### src/rtl/sync_fifo_hs.sv
// sync_fifo_hs: synchronous FIFO with valid/ready handshakes on both sides,
// any depth (explicit pointer wrap), occupancy count, almost-full/almost-empty
// flags and a synchronous flush.
// Optional build macro SYNC_FIFO_HS_BYPASS_EN: zero-latency bypass while empty.
module sync_fifo_hs #(
    parameter  int DW     = 8,
    parameter  int DEPTH  = 16,
    parameter  int AF_LVL = 14,
    parameter  int AE_LVL = 2,
    localparam int CW     = $clog2(DEPTH + 1)
) (
    input  logic          clk,
    input  logic          rst_n,
    input  logic          clr,
    input  logic          in_valid,
    output logic          in_ready,
    input  logic [DW-1:0] in_data,
    output logic          out_valid,
    input  logic          out_ready,
    output logic [DW-1:0] out_data,
    output logic [CW-1:0] count,
    output logic          almost_full,
    output logic          almost_empty
);

    localparam int            PW      = $clog2(DEPTH);
    localparam logic [CW-1:0] C_FULL  = CW'(DEPTH);
    localparam logic [CW-1:0] C_AF    = CW'(AF_LVL);
    localparam logic [CW-1:0] C_AE    = CW'(AE_LVL);
    localparam logic [PW-1:0] P_LAST  = PW'(DEPTH - 1);

    logic [DW-1:0] r_mem [DEPTH];
    logic [PW-1:0] r_wr_ptr;
    logic [PW-1:0] r_rd_ptr;
    logic [CW-1:0] r_count;

    logic w_full;
    logic w_empty;
    logic w_push;
    logic w_bypass;
    logic w_wr;
    logic w_rd;

    // Pointers wrap explicitly at DEPTH-1 so non-power-of-two depths work.
    function automatic logic [PW-1:0] f_inc(input logic [PW-1:0] p);
        return (p == P_LAST) ? '0 : p + PW'(1);
    endfunction

    // Handshake decode; ready/valid come from the count register only
    // (in the bypass build out_valid additionally follows in_valid while empty).
    always_comb begin
        w_full   = (r_count == C_FULL);
        w_empty  = (r_count == '0);
        in_ready = ~w_full;
        w_push   = in_valid & ~w_full & ~clr;
`ifdef SYNC_FIFO_HS_BYPASS_EN
        out_valid = ~w_empty | in_valid;
        out_data  = w_empty ? in_data : r_mem[r_rd_ptr];
        w_bypass  = w_empty & in_valid & out_ready & ~clr;
`else
        out_valid = ~w_empty;
        out_data  = r_mem[r_rd_ptr];
        w_bypass  = 1'b0;
`endif
        // A bypassed word goes straight to the consumer and never touches memory.
        w_wr = w_push & ~w_bypass;
        w_rd = ~w_empty & out_ready & ~clr;
    end

    // Storage array; deliberately not reset.
    always_ff @(posedge clk) begin
        if (w_wr) begin
            r_mem[r_wr_ptr] <= in_data;
        end
    end

    // Pointer and occupancy registers; clr overrides any coincident handshake.
    always_ff @(posedge clk or negedge rst_n) begin
        if (!rst_n) begin
            r_wr_ptr <= '0;
            r_rd_ptr <= '0;
            r_count  <= '0;
        end else if (clr) begin
            r_wr_ptr <= '0;
            r_rd_ptr <= '0;
            r_count  <= '0;
        end else begin
            if (w_wr) begin
                r_wr_ptr <= f_inc(r_wr_ptr);
            end
            if (w_rd) begin
                r_rd_ptr <= f_inc(r_rd_ptr);
            end
            case ({w_wr, w_rd})
                2'b10:   r_count <= r_count + CW'(1);
                2'b01:   r_count <= r_count - CW'(1);
                default: r_count <= r_count;
            endcase
        end
    end

    // Flags are plain compares on the registered count.
    always_comb begin
        count        = r_count;
        almost_full  = (r_count >= C_AF);
        almost_empty = (r_count <= C_AE);
    end

endmodule

### config.mk
export PLATFORM = sky130hd
export DESIGN_NAME = sync_fifo_hs
export DESIGN_NICKNAME = d
export VERILOG_FILES = /design/src/rtl/sync_fifo_hs.sv
export SDC_FILE = /design/constraint.sdc
export NUM_CORES = 1
export LEC_CHECK = 0
export CAP_MARGIN = 30
export CELL_PAD_IN_SITES_DETAIL_PLACEMENT = 1
export CELL_PAD_IN_SITES_GLOBAL_PLACEMENT = 1
export CORE_MARGIN = 8
export CORE_UTILIZATION = 45
export DETAILED_ROUTE_END_ITERATION = 10
export PLACE_DENSITY = 0.72
export SYNTH_ARGS = -nofsm -noshare
export SYNTH_HDL_FRONTEND = slang
export SYNTH_SLANG_ARGS = --single-unit
### constraint.sdc
create_clock -name clk -period 4.8 [get_ports clk]
set_input_delay 1.2 -clock clk [delete_from_list [all_inputs] [get_ports clk]]
set_output_delay 1.2 -clock clk [all_outputs]
set_load 0.005 [all_outputs]
==> impl_results.md, run 1 <==
- Root buffer cell: clkbuf_16
- Slowest cell delay on critical path: 0.70 ns
- Skew-Pair Late Insertion Delay: 0.43 ns
- Synth Area in Adders: 2.02%
- EDFF count, synth: 128
- Post-synth top flop: edfxtp_1
- R2R setup slack: about 1.7 ns
- Worst-case reg-to-reg path depth: 9
- Util after Layout: 53.9%
- Clock transition at the registers of the reported paths: about 0.060 ns
- Leakage: 2.34 nW
- Clock buffer count from CTS: 17
- Post-synthesis sequential area ratio: 70.0%
- Synth Net Count: 385
- Reg2reg start: count[1]$_DFFE_PN0P_
- Die Wd: 131 um
- Yosys top cell by area: edfxtp_1
- Critical Path RT: ~3.6 ns
- Skew final: ~0.021 ns
- Crit-path slowest cell: a221oi_1
- Antenna diodes: 0
- Most frequent cells in the layout: 128 x edfxtp_1, 36 x mux2i_1, 29 x clkdlybuf4s50_1
- Unrepaired setup endpoints after global routing: no
- Synth Area in Simple Gates: 5.52%
- Worst Setup EP: out_data[1]
- Cts repair resizes: 0
- Routed WL: 14.6 mm
- Longest Clk Path Bufs: 2
- TritonRoute pass-1 iters: 4
- Nets: between 400 and 500
- Unique masters post-synth: 42
- Run status: finished, final reports clean
- Clock network power share: 35.8%
- Commonest non-fill, non-tap cell in the layout: edfxtp_1
- Worst-margin pin slew: slightly above 0.9 ns
- Max-slew headroom: between 30% and 40%
- Final Cycle Share: between 80% and 90%
- Hold_buf cts: 0
- XOR/XNOR Fraction of Synth Area: 0.441%
- VDD IR-drop max: about 0.23 mV
- CTS tree: done
- Via density: 5.71
- Compound-Gate Fraction of Synth Area: 7.14%
- Die area: 17200 um2
- Die height: 131 um
- Core box area: 13100 um2
- Final Max Slew Viols: 0
- PortBufs: 29
- DR vias: about 3400
- Tmin final: 4.25 ns
- Avg Inst Size Synth: 16.4 um2
- Largest net degree at the start of global routing: 23
- Reg-to-Reg End: count[4]$_DFFE_PN0P_
- CTS sink cnt: between 100 and 150
- Crit end category: output pin
- Starting Density: 45.5%
- Placer Congestion: about 0.8
- Top Ports: 30
- Max_cap viols: 0
- NetSw: 986 uW
- Tightest Hold Check Type: register to register
- First DRT Iteration DRCs: between 200 and 300
- Crit start category: register
- GRT Overall Usage: 18.4%
- Number of global-route vias before repair: roughly 3700
- Largest cells by area after synthesis: edfxtp_1 65%, mux2i_1 6.0%, mux4_2 6.0%
- Internal power: 2.55 mW
- CP startpoint: r_rd_ptr[2]$_DFFE_PN0P_
- Arrival @ worst endpoint: 3.05 ns
- Net Sw Frac: about 28%
- Setup CP Type: register to output pin
- Synth warnings: 0
- Maximum clock rate: 235 MHz
- Initial antenna violation count: 0
- Top-area cell type share of the netlist area: 64.5%
- Ys async rst share: 9.22%
- Final TNS setup: 0 ns
- Critical path depth in cells: 5
- Setup violators final: 0
- Largest family of logic cells by synthesized area: multiplexers
- Crit-path cells: and2_1 -> a221oi_1 -> a22oi_1 -> nand2_1 -> clkdlybuf4s50_1
- WL/cell: 24.7 um
- CP Buf/Inv Count: 1
- H-tree depth: 4
- Post-synthesis mux area share: 12.9%
- Area Growth Syn to Fin: 18.3%
- Hold Vio Cnt, Final: 0
- First-pass GRT wire length: around 22 mm
- Total setup buffers inserted after CTS: 0
- Delay-heaviest family, CP: compound AO/OA/AOI/OAI gates
- Cell Pwr Density: 502 nW/um2
- Logic pwr share: between 20% and 30%
- DRC Markers: 0
- Sequential share of power: 41.4%
- Row count: 42
- Global route total overflow: 0
- Layout cells sized above 1: between 10% and 20%
- CP Max Fanout: 16
- Synth Register Bits: 141
- DP Wirelength: slightly above 9 mm
- Area of the mapped netlist: between 5000 and 6000 um2
- Synth Instances: 363
- Antenna viol nets, final: 0
[per-layer routing]
layer | track usage [%] | up-vias | wire length (um)
li1 | - | 1523 | -
met1 | 22.7 | 1758 | 6070
met2 | 31.0 | 78 | 7540
met3 | 3.64 | 22 | 669
met4 | 7.63 | 0 | 333
met5 | 0 | - | 0
[metrics by stage]
stage                     cell area, um2  instances  hold slack (ns)  power (mW)  worst slack, ns
after floorplan                     5960        363            0.527        1.98             1.54
after global placement              6480        560            0.617        2.28            0.979
after detailed placement            6480        560            0.654        2.29            0.897
after CTS                           7050        592            0.668        3.57            0.504
after global routing                7050        592            0.693        3.68            0.360
final                               7050        592            0.671        3.54            0.550
[worst register-to-register path, stage by stage, from the launching register on]
cell	delay, ns
dfrtp_1	0.47
or4_1	0.72
o21ai_1	0.34
or3_1	0.20
inv_1	0.09
ha_1	0.33
nor2_1	0.16
a21oi_1	0.10
o311ai_0	0.45
a31oi_1	0.14
[Yosys cell counts (2+ instances only)]
master    instances
o21ai_1           3
edfxtp_1        128
buf_1             2
ha_1              8
a22oi_1           9
buf_2             8
or3_1             2
o21ai_0           7
a21o_1            2
nor2b_1           2
a221oi_1         16
a21oi_1           5
a31oi_1           2
inv_1             9
nand2b_1          5
o211ai_1          3
nand2_1          20
xor2_1            3
nor3_1            5
mux4_2           16
mux2_4            3
dfrtp_1          13
mux2i_1          36
clkbuf_1         11
nand3_1           3
nor2_1           26
[cell type report]
class	count	area [um2]
clock buffer	17	425
clock inverter	15	146
fill	1216	6030
inverter	9	33.8
multi-input combinational	192	1670
sequential	141	4170
tap	176	220
timing repair buffer	42	388
[cell families after synthesis]
kind of cell | Yosys count
flops | 141
simple gates | 69
compound gates | 56
mux | 55
buf+inv | 30
fa+ha+maj | 9
xor+xnor | 3
[power by group through the flow]
stage          clock network, mW  logic [mW]  registers (mW)
2_1_floorplan                  0       0.548            1.44
3_3_place_gp                   0       0.791            1.49
3_5_place_dp                   0       0.801            1.49
4_1_cts                     1.28       0.816            1.47
5_1_grt                     1.33       0.875            1.47
6_report                    1.27       0.806            1.47
[sequential cells by signal, summed over array words and instances (netlist names)]
signal / cells
r_rd_ptr: 4
count: 5
r_wr_ptr: 4
r_mem: 128
[worst min-delay path by stage]
stage,from,to,depth (start not counted)
after floorplan,r_rd_ptr[3]$_DFFE_PN0P_,r_rd_ptr[3]$_DFFE_PN0P_,2
after global placement,r_wr_ptr[1]$_DFFE_PN0P_,r_wr_ptr[1]$_DFFE_PN0P_,2
after detailed placement,r_wr_ptr[0]$_DFFE_PN0P_,r_wr_ptr[0]$_DFFE_PN0P_,2
after CTS,r_wr_ptr[0]$_DFFE_PN0P_,r_wr_ptr[0]$_DFFE_PN0P_,2
after global routing,r_wr_ptr[0]$_DFFE_PN0P_,r_wr_ptr[0]$_DFFE_PN0P_,2
final,r_wr_ptr[0]$_DFFE_PN0P_,r_wr_ptr[0]$_DFFE_PN0P_,2
(Power assumes the default switching activity.)
==> inputs of run 2 (changes only) <==
GPL_TIMING_DRIVEN = 0   (was default)
==> impl_results.md, run 2 (synthesis gave the netlist of run 1 again) <==
- Die area: 17200 um2 (unchanged)
- Cell area after layout: 7110 um2 (+0.91%)
- Total setup buffers inserted after CTS: 0 (unchanged)
- Crit start category: register
- Nets: 435 (+2.4%)
- Final TNS setup: 0 ns (unchanged)
- Clock transition at the registers of the reported paths: 0.06 ns (about the same)
- Reg-to-Reg End: count[4]$_DFFE_PN0P_
- Worst-margin pin slew: 0.959 ns (+0.0301 ns)
- Global route total overflow: 0 (unchanged)
- Cell Pwr Density: 522 nW/um2 (+4.0%)
- Delay-heaviest family, CP: buffers and inverters
- Sequential cell area: 4170 um2 (about the same)
- VDD IR-drop max: 0.236 mV (+3.3%)
- Leakage: 2.38 nW (+1.6%)
- R2R setup slack: 1.69 ns (+0.03 ns)
- Unrepaired setup endpoints after global routing: no
- Via density: 5.61 (-1.8%)
- Initial antenna violation count: 0 (unchanged)
- Arrival @ worst endpoint: 2.98 ns (-0.07 ns)
- First DRT Iteration DRCs: 238 (-6.7%)
- Run status: finished, final reports clean
- Worst-case reg-to-reg path depth: 10 (+1)
- DR vias: 3375 (-0.18%)
- Clock buffer count from CTS: 17 (unchanged)
- Max-slew headroom: 35.8% (-2.0 points)
- CTS sink cnt: 141 (unchanged)
- Biggest register: r_mem
- Slowest cell delay on critical path: 0.61 ns (-0.09 ns)
- Most frequent cells in the layout: 128 x edfxtp_1, 36 x mux2i_1, 27 x clkdlybuf4s50_1
- Hold_buf cts: 0 (unchanged)
- Routed WL: 14.2 mm (-3.0%)
- WL/cell: 23.5 um (-4.6%)
- Largest net degree at the start of global routing: 17 (-26%)
- Antenna viol nets, final: 0 (unchanged)
- Start point of the worst hold path: r_rd_ptr[3]$_DFFE_PN0P_
- Root buffer cell: clkbuf_16
- WHS Endpoint: r_rd_ptr[3]$_DFFE_PN0P_
- Cell mode on critical path: buf_2
- Number of global-route vias before repair: 3638 (-2.3%)
- Top Ports: 30 (unchanged)
- Critical Path RT: 3.60 ns (about the same)
- Longest Clk Path Bufs: 2 (unchanged)
- Fillers: 1234 (+1.5%)
- Placed inst area: 6470 um2 (-0.15%)
- CP Buf/Inv Count: 3 (+2)
- TritonRoute pass-1 iters: 4 (unchanged)
- Layout cells sized above 1: 15.5% (-0.61 points)
- Maximum clock rate: 239 MHz (+1.7%)
- Largest register FFs: 128 (unchanged)
- Setup CP Type: register to output pin
- CP Max Fanout: 10 (-6)
- Hold Vio Cnt, Final: 0 (unchanged)
- Antenna diodes: 0 (unchanged)
- Die Wd: 131 um (unchanged)
- Area of the multi-input gates: 1670 um2 (unchanged)
- Placer Congestion: 0.778 (-4.6%)
- Crit end category: output pin
- Die height: 131 um (unchanged)
- Area Growth Syn to Fin: 19.4%
- Tightest Hold Check Type: register to register
- Hold Path Cell Cnt: 2 (unchanged)
- Max_cap viols: 0 (unchanged)
- Starting Density: 45.5% (unchanged)
- Crit-path cells: buf_2 -> buf_2 -> mux2i_1 -> a221oi_1 -> a22oi_1 -> nand2_1 -> clkdlybuf4s50_1
- First-pass GRT wire length: 21.6 mm (-3.7%)
- CTS tree: done
- Core box area: 13100 um2 (unchanged)
- DRC Markers: 0 (unchanged)
- Cts repair resizes: 0 (unchanged)
- GRT Overall Usage: 17.8% (-0.59 points)
- Crit-path slowest cell: a221oi_1
- PortBufs: 27 (-6.9%)
- Setup violators final: 0 (unchanged)
- Row count: 42 (unchanged)
- H-tree depth: 4 (unchanged)
- Final Max Slew Viols: 0 (unchanged)
- Final Cycle Share: 87.0% (-1.5 points)
- DP Wirelength: 9.41 mm (+0.99%)
- Tmin final: 4.18 ns (-0.0730 ns)
- Skew final: 0.00852 ns (-0.0123 ns)
- Skew-Pair Late Insertion Delay: 0.42 ns (about the same)
- Reg2reg start: count[1]$_DFFE_PN0P_
- Commonest non-fill, non-tap cell in the layout: edfxtp_1
==> run 2: cell types whose count changed in the layout (fill, tap and decap cells not counted), sizes merged <==
cell	before	now
buf	13	14
bufinv	2	5
clkbuf	17	28
clkdlybuf4s50	29	27
clkinvlp	5	4
inv	12	10
==> run 2: how the worst max path moves through the flow <==
stage                                 start                     end  slack, ns  cells past startpoint
global placement                   in_valid   r_mem[0][6]$_DFFE_PP_       0.65                      5
detailed placement                 in_valid  r_mem[11][1]$_DFFE_PP_       0.92                      5
global route        r_rd_ptr[0]$_DFFE_PN0P_             out_data[1]       0.39                      7
CTS                 r_rd_ptr[0]$_DFFE_PN0P_             out_data[1]       0.53                      7
floorplan                         out_ready    count[4]$_DFFE_PN0P_       1.54                      8
finish              r_rd_ptr[0]$_DFFE_PN0P_             out_data[1]       0.62                      7
==> run 2: tightest hold or removal path, stage by stage, from the launching register on <==
cell	delay, ns
dfrtp_1	0.37
or3_1	0.12
a21oi_1	0.06
==> run 2: area by class of cell <==
class                           instances  area share (%)
Tap cell                              176            3.10
Clock inverter                         15            3.10
Sequential cell                       141            58.6
Inverter                                9           0.475
Clock buffer                           17            5.98
Multi-Input combinational cell        192            23.4
Buffer                                 21            1.25
Timing Repair Buffer                   31            4.08
==> run 2: metrics by stage <==
stage | utilization (%) | hold slack (ns) | total power [mW] | std cells | worst slack [ns]
after detailed placement | 49.4 | 0.583 | 2.31 | 570 | 0.915
after floorplan | - | 0.527 | 1.98 | 363 | 1.54
final | 54.4 | 0.586 | 3.71 | 602 | 0.623
after global placement | 49.3 | 0.558 | 2.29 | 566 | 0.652
after CTS | 54.4 | 0.590 | 3.74 | 602 | 0.530
after global routing | 54.4 | 0.626 | 3.85 | 602 | 0.389
==> run 2: power breakdown <==
part           leakage, nW  internal, mW  switching, mW
clock network        0.303         0.921          0.511
registers             1.33          1.38         0.0425
logic                0.744         0.418          0.444
==> run 2: layer usage <==
metal	up-vias	wire (um)	global-route usage, %
met2	72	7210	29.5
met1	1748	6200	22.4
met4	0	150	6.14
met5	-	0	0
li1	1541	-	-
met3	14	619	4.33
==> RTL edit: new RTL, config.mk and constraints of run 2 <==
Build with the macro `SYNC_FIFO_HS_BYPASS_EN` defined.
--- a/src/rtl/sync_fifo_hs.sv
+++ b/src/rtl/sync_fifo_hs.sv
@@ -2,6 +2,8 @@
 // any depth (explicit pointer wrap), occupancy count, almost-full/almost-empty
 // flags and a synchronous flush.
 // Optional build macro SYNC_FIFO_HS_BYPASS_EN: zero-latency bypass while empty.
+`define SYNC_FIFO_HS_BYPASS_EN
+
 module sync_fifo_hs #(
     parameter  int DW     = 8,
     parameter  int DEPTH  = 16,
Formal check against the unedited RTL: not equivalent (a bounded check fails within 4 cycles, from zero or initial values and one cycle with rst_n low).
==> RTL edit against run 2 <==
- cell area increased by 0.23%
- fmax decreased by 3.5%
- global-route usage decreased by 0.31 points
- area after synthesis increased by 1.9%
- power decreased by 5.2%
- routed wire length increased by 2.5%
- hold slack improved by 0.034 ns
- sequential power about the same
- worst setup slack got worse by 0.15 ns
- combinational power about the same
- sequential cell count unchanged
- largest power group is now sequential cells
- highest routed layer unchanged
==> RTL edit: results (changes against run 2) <==
- The per-cell routed wire length is 24.8 um (was 23.5 um).
- The total number of vias is 3413 (was 3375).
- The worst setup slack before clock tree synthesis was 0.658 ns (was 0.915 ns).
- The share of post-route cells with drive strength above 1 is 0.193 (was 0.155).
- The static leakage is 0.00231 uW (was 0.00238 uW).
- The worst IR drop on VDD is 0.268 mV (was 0.236 mV).
- The number of cells traversed by the worst register-to-register path is 9 (was 10).
- The maximum clock skew at final layout was 0.00801 ns (was 0.00852 ns).
- The final estimated routing congestion in global placement is 0.789 (was 0.778).
- Top cells by area in the synthesized netlist: sky130_fd_sc_hd__edfxtp_1 (63%), sky130_fd_sc_hd__mux4_2 (12%), sky130_fd_sc_hd__dfrtp_1 (5.4%) (was sky130_fd_sc_hd__edfxtp_1 (65%), sky130_fd_sc_hd__mux2i_1 (6.0%), sky130_fd_sc_hd__mux4_2 (6.0%)).
- The first-pass GRT wire length came to 22.7 mm (was 21.6 mm).
- The number of design-rule violations left by the first detailed-router iteration is 193 (was 238).
- The worst min-delay path class is reg2reg (unchanged).
- The largest net degree at the start of global routing is 18 (was 17).
- The worst hold path cell count is 2 (unchanged).
- The count of flip-flops with a built-in enable after synthesis came to 128 (unchanged).
- The post-synthesis area per instance is 17.4 sq um (was 16.4 sq um).
- The proportion of synthesized chip area in sequential cells is 0.687 (was 0.700).
- The via count of the first global-routing pass is 3856 (was 3638).
- The number of non-filler instances in the completed layout was 585 (was 602).
- The transition time of the tightest slew-check pin is 0.829 ns (was 0.959 ns).
- The cell with the biggest individual delay on the critical path was sky130_fd_sc_hd__nor2_1 (was sky130_fd_sc_hd__a221oi_1).
- The count of fill cells added during filler insertion was 1246 (was 1234).
- The overall fraction of global-route tracks in use came to 0.175 (was 0.178).
- The count of buffers inserted at the top-level ports is 28 (was 27).
- Commonest cells in the netlist: sky130_fd_sc_hd__edfxtp_1 (128), sky130_fd_sc_hd__mux4_2 (32), sky130_fd_sc_hd__nand2_1 (18) (was sky130_fd_sc_hd__edfxtp_1 (128), sky130_fd_sc_hd__mux2i_1 (36), sky130_fd_sc_hd__nor2_1 (26)).
- The share of synthesized registers carrying an async set or reset is 0.0922 (unchanged).
- The number of library cell types mapped by synthesis is 51 (was 42).
- The placed instance count is 553 (was 570).
- The post-synthesis adder-cell area fraction is 0.0144 (was 0.0202).
- The post-synthesis mux area share came to 0.135 (was 0.129).
- The net count of the finished layout is 416 (was 435).
- The delay of the slowest cell on the worst path is 0.60 ns.
- The register bank with the most flops is r_mem (unchanged).
- The cell at the root of the clock tree is sky130_fd_sc_hd__clkbuf_16 (unchanged).
- Result of the run: complete, no violations (unchanged).
- The share of the synthesized area in compound gates (AO/OA/AOI/OAI) is 0.0740 (was 0.0714).
- The total nets after synthesis is 369 (was 385).
- The placed wire-length estimate is 9.63 mm (was 9.41 mm).
- The number of diodes is 0 (unchanged).
- The xor/xnor cell area share of the yosys netlist is 0.00288 (was 0.00441).
- The buffer count from post-CTS setup fixing is 0 (unchanged).
## RTL edit: cell count changes after synthesis, moves of 3 or more
| cell | change |
|---|---|
| sky130_fd_sc_hd__o211ai_1 | +8 |
| sky130_fd_sc_hd__a21oi_1 | +7 |
| sky130_fd_sc_hd__mux2i_1 | -27 |
| sky130_fd_sc_hd__mux2_4 | -3 |
| sky130_fd_sc_hd__and3_1 | +4 |
| sky130_fd_sc_hd__a221oi_1 | -16 |
| sky130_fd_sc_hd__mux4_2 | +16 |
| sky130_fd_sc_hd__and2_1 | +11 |
| sky130_fd_sc_hd__nor2_1 | -15 |
| sky130_fd_sc_hd__buf_2 | -3 |
| sky130_fd_sc_hd__nor3b_1 | +3 |
## RTL edit: where the power goes
group / switching [uW] / internal (uW)
clock: 489 / 755
sequential: 41.7 / 1370
combinational: 437 / 422
## RTL edit: worst paths after layout
kind / start / end / slack (ns)
min in group asynchronous: rst_n / r_wr_ptr[1] / 1.19
hold / removal: r_wr_ptr[0] / r_wr_ptr[0] / 0.62
setup / recovery: count[0] / out_data[2] / 0.47
hold reg to reg: r_wr_ptr[0] / r_wr_ptr[0] / 0.62
setup reg to reg: count[0] / count[4] / 2.02
max in group asynchronous: rst_n / count[4] / 3.18
## RTL edit: metrics by stage
stage               instance area, sq um  total power (uW)
floorplan                           6070              1960
global placement                    6570              2280
detailed placement                  6570              2310
CTS                                 7130              3560
global route                        7130              3670
finish                              7130              3520
## RTL edit: cell type report
type                    instances  area share
inverters                       7     0.00368
flip-flops and latches        141       0.585
well taps                     176      0.0309
clock buffers                  19      0.0607
clock inverters                13      0.0175
plain buffers                  17      0.0119
repair buffers                 28      0.0393
multi-input cells             184       0.251
## RTL edit: cells by family after synthesis
logic type,after synthesis
AOI/OAI and AO/OA,58
and+or+nand+nor,75
buffers and inverters,24
muxes,42
adders and majority gates,7
xor gates and xnor gates,2
DFF,141
## RTL edit: metal layers
| metal | track usage | up-vias | wire length [um] |
|---|---|---|---|
| met5 | 0 | - | 0 |
| met4 | 0.0619 | 0 | 229 |
| met3 | 0.0541 | 20 | 659 |
| met2 | 0.299 | 82 | 7650 |
| met1 | 0.203 | 1797 | 5990 |
| li1 | - | 1514 | - |
## RTL edit: worst max-delay path, delay by kind of cell, from the launching register on
family | cells | cell delay [ns]
AOI/OAI and AO/OA | 1 | 0.15
DFF | 1 | 0.52
and+or+nand+nor | 3 | 1.32
buffers and inverters | 2 | 0.71
